**src/rtl/truth_table_sweeper.sv**
```systemverilog
// truth_table_sweeper: walks every input vector of an N_IN-input combinational
// block, lets it settle, compares each of N_CH response channels against the
// EXPECT truth table and accumulates a mismatch count and per-channel flags.
// Optional build macro TRUTH_TABLE_SWEEPER_GRAY_SWEEP_EN sweeps vectors in Gray
// order instead of ascending binary; indexing, latency and counts are unchanged.
module truth_table_sweeper #(
    parameter int N_IN   = 3,
    parameter int N_CH   = 2,
    parameter int SETTLE = 1,
    parameter logic [N_CH*(2**N_IN)-1:0] EXPECT = '0
) (
    input  logic              clk,
    input  logic              rst,
    input  logic              start,
    input  logic              abort,
    output logic [N_IN-1:0]   dut_in,
    input  logic [N_CH-1:0]   dut_out,
    output logic              busy,
    output logic              done,
    output logic              pass,
    output logic [N_IN+3:0]   err_cnt,
    output logic [N_CH-1:0]   ch_fail
);

    localparam int              NVEC        = 2**N_IN;
    localparam logic [N_IN-1:0] LAST_IDX    = {N_IN{1'b1}};
    localparam logic [3:0]      SETTLE_INIT = 4'(SETTLE);

    typedef enum logic [2:0] {
        IDLE,
        APPLY,
        WAIT,
        CHECK,
        FIN
    } state_t;

    state_t            state;
    logic [N_IN-1:0]   idx;
    logic [3:0]        settle_cnt;
    logic [N_IN-1:0]   vec;
    logic [N_CH-1:0]   mismatch;
    logic [N_IN+3:0]   mis_count;

    // Map the sweep position to the vector actually applied (binary or Gray order)
    always_comb begin
`ifdef TRUTH_TABLE_SWEEPER_GRAY_SWEEP_EN
        vec = idx ^ (idx >> 1);
`else
        vec = idx;
`endif
    end

    // Per-channel mismatch mask for the vector currently on dut_in, and its popcount
    always_comb begin
        mismatch  = '0;
        mis_count = '0;
        for (int ch = 0; ch < N_CH; ch++) begin
            mismatch[ch] = dut_out[ch] ^ EXPECT[ch*NVEC + int'(vec)];
            mis_count    = mis_count + (N_IN+4)'(mismatch[ch]);
        end
    end

    // Sweep controller; abort from any active state drops straight back to IDLE keeping the counts
    always_ff @(posedge clk) begin
        if (rst) begin
            state      <= IDLE;
            dut_in     <= '0;
            busy       <= 1'b0;
            done       <= 1'b0;
            pass       <= 1'b0;
            err_cnt    <= '0;
            ch_fail    <= '0;
            idx        <= '0;
            settle_cnt <= '0;
        end else begin
            done <= 1'b0;
            if (state != IDLE && abort) begin
                state  <= IDLE;
                busy   <= 1'b0;
                dut_in <= '0;
                pass   <= 1'b0;
            end else begin
                case (state)
                    IDLE: begin
                        if (start && !abort) begin
                            state   <= APPLY;
                            busy    <= 1'b1;
                            idx     <= '0;
                            err_cnt <= '0;
                            ch_fail <= '0;
                            pass    <= 1'b0;
                        end
                    end
                    APPLY: begin
                        dut_in     <= vec;
                        settle_cnt <= SETTLE_INIT;
                        state      <= WAIT;
                    end
                    WAIT: begin
                        settle_cnt <= settle_cnt - 4'd1;
                        if (settle_cnt == 4'd1) begin
                            state <= CHECK;
                        end
                    end
                    CHECK: begin
                        err_cnt <= err_cnt + mis_count;
                        ch_fail <= ch_fail | mismatch;
                        if (idx == LAST_IDX) begin
                            state <= FIN;
                        end else begin
                            idx   <= idx + 1'b1;
                            state <= APPLY;
                        end
                    end
                    FIN: begin
                        done   <= 1'b1;
                        pass   <= (err_cnt == '0);
                        dut_in <= '0;
                        busy   <= 1'b0;
                        state  <= IDLE;
                    end
                    default: begin
                        state <= IDLE;
                    end
                endcase
            end
        end
    end

endmodule

```
**config.mk**
```make
export PLATFORM = sky130hd
export DESIGN_NAME = truth_table_sweeper
export DESIGN_NICKNAME = d
export VERILOG_FILES = /design/src/rtl/truth_table_sweeper.sv
export SDC_FILE = /design/constraint.sdc
export NUM_CORES = 1
export LEC_CHECK = 0
export CORE_ASPECT_RATIO = 0.8
export CORE_MARGIN = 3
export CORE_UTILIZATION = 35
export DETAILED_ROUTE_END_ITERATION = 7
export MAX_ROUTING_LAYER = met4
export PLACE_DENSITY = 0.62
export SKIP_CTS_REPAIR_TIMING = 1
export SLEW_MARGIN = 20
export SYNTH_ARGS = -nofsm -noshare
export SYNTH_HDL_FRONTEND = slang
export SYNTH_SLANG_ARGS = --single-unit
```
**constraint.sdc**
```tcl
create_clock -name clk -period 2.15 [get_ports clk]
set_clock_uncertainty 0.05 [all_clocks]
set_input_delay 0.43 -clock clk [delete_from_list [all_inputs] [get_ports clk]]
set_output_delay 0.43 -clock clk [all_outputs]
set_load 0.02 [all_outputs]
```
==> Word level (Yosys, flattened, before mapping) <==
Memories as Yosys holds them, arrays and structs flattened. A register that Yosys moved wholly into a read port is not among the register bits.
Cells that the tools add are included.
{ "word_totals": {"n_memories": 2, "rom_bits": 24, "reg_bits": 25, "inputBits": 6, "word_cells": 70, "output_inout_bits": 15} }
{ "mem_list": {"columns": ["name", "words", "word_bits", "read_ports", "rd_ports_with_merged_regs", "write_ports", "line_no", "rtl"], "rows": [
  ["(no name shown)", 16, 1, 1, 0, 0, "58", "mismatch[ch] = dut_out[ch] ^ EXPECT[ch*NVEC + int'(vec)];"],
  ["(no name shown)", 8, 1, 1, 1, 0, "58", null]
]} }
{ "op_classes": {"reduce_logical": 16, "addsub": 5, "eq_ne": 9, "mux": 23, "n_bitwise": 4, "magnitude_cmp": 2} }
{ "ops": {"columns": ["op", "n"], "rows": [
  ["3-bit 2-to-1 mux", 7],
  ["7-bit one-hot mux with 2 select lines", 1],
  ["3-bit one-hot mux with 2 select lines", 2],
  ["3-bit one-hot mux with 4 select lines", 1],
  ["4-bit one-hot mux with 2 select lines", 1],
  ["2-bit nonzero test", 4],
  ["7-bit by 2-bit adder with 7-bit output", 1],
  ["7-bit zero test", 1],
  ["7-bit 2-to-1 mux", 1],
  ["3-bit by 2-bit equality test with 1-bit output (second input constant)", 2],
  ["3-bit equality test (second input constant)", 2],
  ["1-bit 2-to-1 mux", 6],
  ["2-bit inequality test (second input constant)", 3],
  ["2-bit AND reduction", 3],
  ["4-bit by 3-bit adder with 5-bit output (first input constant)", 1],
  ["3-bit by 5-bit less-than comparator with 1-bit output (second input constant)", 1],
  ["5-bit less-than comparator (second input constant)", 1],
  ["4-bit by 1-bit equality test with 1-bit output (second input constant)", 1],
  ["1-bit one-hot mux with 2 select lines", 2],
  ["2-bit one-hot mux with 2 select lines", 1],
  ["4-bit AND reduction", 1],
  ["4-bit by 1-bit subtractor with 4-bit output (second input constant)", 1],
  ["3-bit by 1-bit adder with 3-bit output (second input constant)", 1],
  ["3-bit by 1-bit equality test with 1-bit output (second input constant)", 1],
  ["other kinds (11)", 13]
]} }

==> Depth between registers and ports, before layout <==
Gate-level depths: netlist of the first run.
{ "logic_depth": {"ltp_word": 8, "depth_mapped": 5, "ltp_nobuf": 5} }

==> Least setup slack after synthesis of the first run <==
Ideal clock, no wire load.
{ "synth_path": {"path_kind": "input -> register", "start": "in dut_out[0]", "end": "reg err_cnt[4]", "n_path_buf": 0, "cell_stages": 5, "path_slack_ps": 183, "t_required_ps": 2005, "setup_ps": 95, "arrival_ps": 1821, "cell_sequence": "fa_1 > ha_1 > and3_1 > or4b_1 > o311ai_1"} }
{ "synth_via": {"elab_chain_cells": 4} }
{ "synth_lines": {"columns": ["element", "line_no", "rtl"], "rows": [
  ["start, declared", "17", "input logic [N_CH-1:0] dut_out,"],
  ["1-bit XOR", "58", null],
  ["1-bit by 1-bit adder with 2-bit output", "59", "mis_count = mis_count + (N_IN+4)'(mismatch[ch]);"],
  ["7-bit by 2-bit adder with 7-bit output", "106", "err_cnt <= err_cnt + mis_count;"],
  ["7-bit one-hot mux with 2 select lines", "83", "case (state)"],
  ["end signal, assigned", "106", null],
  ["end, declared", "21", "output logic [N_IN+3:0] err_cnt,"]
]} }
No other way between the ends.
A chain may end at the register's enable or synchronous reset.

==> Worst setup path in the final report of the first run <==
{ "layout_path": {"start": "reg err_cnt[5]", "end": "out err_cnt[5]"} }
No word-level cell between the ends.

==> impl_metrics.tcl, run 1 <==
set metrics [dict create \
    slew_headroom 0.660 \
    yosysSeqAreaShare 0.363 \
    path_max_fanout 7 \
    drive_gt1_frac 0.133 \
    crit_type "reg2out" \
    path_buf_inv 1 \
    ys_dominant_reg_cell "dfxtp_1" \
    cp_slowest_cell "clkdlybuf4s50_1" \
    worstHoldPathCells 2 \
    whs_ps 412 \
    placed_cell_area_mm2 0.00168 \
    async_reset_ff_frac 0 \
    yosysUniqueCellTypes 48 \
    yosys-top-cells-area "dfxtp_1, ha_1, nand2_1" \
    placed_cells 236 \
    cp_data_arrival_time_ps 1420 \
    syn_nets 174 \
    detail_route.wl_per_cell_um 13.5 \
    min-delay-start "ch_fail[1]" \
    worst_skew_pair.late_latency_ps 270 \
    first_pass_iters 4 \
    start_util 0.382 \
    reg2reg_to "err_cnt[4]" \
    area_delta_synth_final_pct 26.0 \
    cpLargestDelayFamily "buffers and inverters" \
    grt_pass1_wl_mm 5.60 \
    worstPathCellList "clkdlybuf4s50_1" \
    antenna_found_initial 0 \
    ff2ff_path_depth 5 \
    core-area_mm2 0.00361 \
    gr-total-overflow 0 \
    io_pins 21 \
    fillers 367 \
    grt_max_degree 18 \
    grt_usage 0.143 \
    wl_met2_mm 1.47 \
    final_hold_viol_count 0 \
    clock-sinks 25 \
    drv_slew 0 \
    met3_length_um 180 \
    die_w_um 76.2 \
    yosysWarnings 0 \
    cts-buffers-inserted 3 \
    finalInstanceArea_mm2 0.00174 \
    final_cells 240 \
    drcViolationCount 0 \
    vdd_drop_max_mv 0.383 \
    grt_pass1_vias 1154 \
    power.leakage_nw 0.601 \
    cts_tree "yes" \
    whs_endpoint "ch_fail[1]" \
    final_common_cell "dfxtp_1" \
    fin_crit_sh 0.885 \
    antenna_cells 0 \
    end_kind "primary output" \
    ant_nets 0 \
    dieArea_mm2 0.00473 \
    syn_inst 162 \
    setup_viol 0 \
    path_clk_slew_ps 90 \
    crit_required_ps 1670 \
    top_layer_used "met4" \
    nets 201 \
    drt-total-wl_mm 3.25 \
    netlist.area_leader.share 0.363 \
    ys_ff_latch 25 \
    r2r-start "err_cnt[0]" \
    rsz0062_at_grt "no" \
    htreeDepth 1 \
    viasPerCell 5.59 \
    min_period_ps 1900 \
    place_congestion 0.905 \
    cp_slowest_stage_delay_ps 660 \
    drv_cap 0 \
    synth_edf_count 0 \
    fp-row-count 19 \
    fin_tns_setup_ps 0 \
    layout_common_cells "dfxtp_1, clkdlybuf4s50_1, nand2_1" \
    tightest_slew_ps 510 \
    syn_avg_cell_area_um2 8.51 \
    min-delay-path-class "reg2reg" \
    wl_met1_mm 1.59 \
    drt-initial-drc-count 137 \
    die_h_um 62.1 \
    clk_path_buf_depth 2 \
    fmax_mhz 526 \
    vias 1341 \
    synth.largest_area_cell "dfxtp_1" \
    port_buffers 20 \
    status "completed" \
    syn_area_mm2 0.00138 \
    start_kind "register" \
    hpwl_mm 2.42 \
    root_buffer "clkbuf_8" \
    reg2reg_setup_slack_ps 310 \
    power.density_mw_per_mm2 557 \
]
[cell type report]
class | instances | area, µm² | area share
tap | 52 | 65.1 | 0.0374
timing repair buffer | 31 | 288 | 0.166
clock inverter | 1 | 5.00 | 0.00288
sequential | 25 | 500 | 0.288
clock buffer | 3 | 41.3 | 0.0238
multi-input combinational | 117 | 797 | 0.459
inverter | 11 | 41.3 | 0.0238
[per-stage QoR]
stage | setup WS, ps | util | power, W
floorplan | 183 | - | 0.000633
global placement | -306 | 0.466 | 0.000691
detailed placement | -321 | 0.466 | 0.000694
CTS | -42.7 | 0.479 | 0.000981
global route | 201 | 0.481 | 0.00103
finish | 247 | 0.481 | 0.000968
[logic make-up after synthesis]
family | synth area share
adders and majority gates | 0.0599
DFF | 0.363
xor gates and xnor gates | 0.00635
AOI/OAI and AO/OA | 0.231
buffers and inverters | 0.0608
and+or+nand+nor | 0.279
[worst max-delay path by stage]
stage | from | end | slack, ps | cells after the start
finish | err_cnt[5] | err_cnt[5] | 250 | 1
global placement | dut_out[0] | err_cnt[4] | -310 | 6
global route | start | err_cnt[6] | 200 | 4
floorplan | dut_out[0] | err_cnt[4] | 180 | 5
CTS | dut_out[0] | err_cnt[4] | -40 | 6
detailed placement | dut_out[0] | err_cnt[4] | -320 | 6
[metal layers]
layer  GRT usage  vias up
met5           -        -
met4      0.0226        0
met3      0.0405        5
met2       0.215       34
met1       0.195      651
li1            -      651
[Yosys cell counts (2+ instances only)]
library cell	n
or3b_2	2
o21ai_0	9
nand3b_1	2
nand2b_1	4
or4b_1	2
inv_1	11
nor2_1	9
o311ai_1	2
nor2b_1	2
a311oi_1	3
nor3b_1	5
nand4_1	3
o32ai_1	4
dfxtp_1	25
o211ai_1	3
nor3_1	3
ha_1	5
buf_2	4
or2_2	2
a31oi_1	2
clkbuf_1	4
nand3_1	3
a21oi_1	9
a211oi_1	3
nand2_1	15
and2_1	4
[sequential cells by signal, indices dropped and copies added, names as in the netlist]
register    flops
err_cnt         7
settle_cnt      4
dut_in          3
idx             3
state           3
ch_fail         2
busy            1
done            1
pass            1
[where the power goes]
group | internal (W) | switching, W | total (W)
registers | 0.000479 | 0.0000264 | 0.000505
clock network | 0.000130 | 0.000154 | 0.000284
logic | 0.0000842 | 0.0000953 | 0.000179
total | 0.000693 | 0.000275 | 0.000968
Note: power is estimated with default switching activity, not from simulation.
==> run 2, diff against run 1 <==
--- a/config.mk
+++ b/config.mk
@@ -16,3 +16,4 @@
 export SYNTH_ARGS = -nofsm -noshare
 export SYNTH_HDL_FRONTEND = slang
 export SYNTH_SLANG_ARGS = --single-unit
+export TNS_END_PERCENT = 20
==> results of run 2 <==
No change in the layout: final DEF, timing and power equal those of run 1.
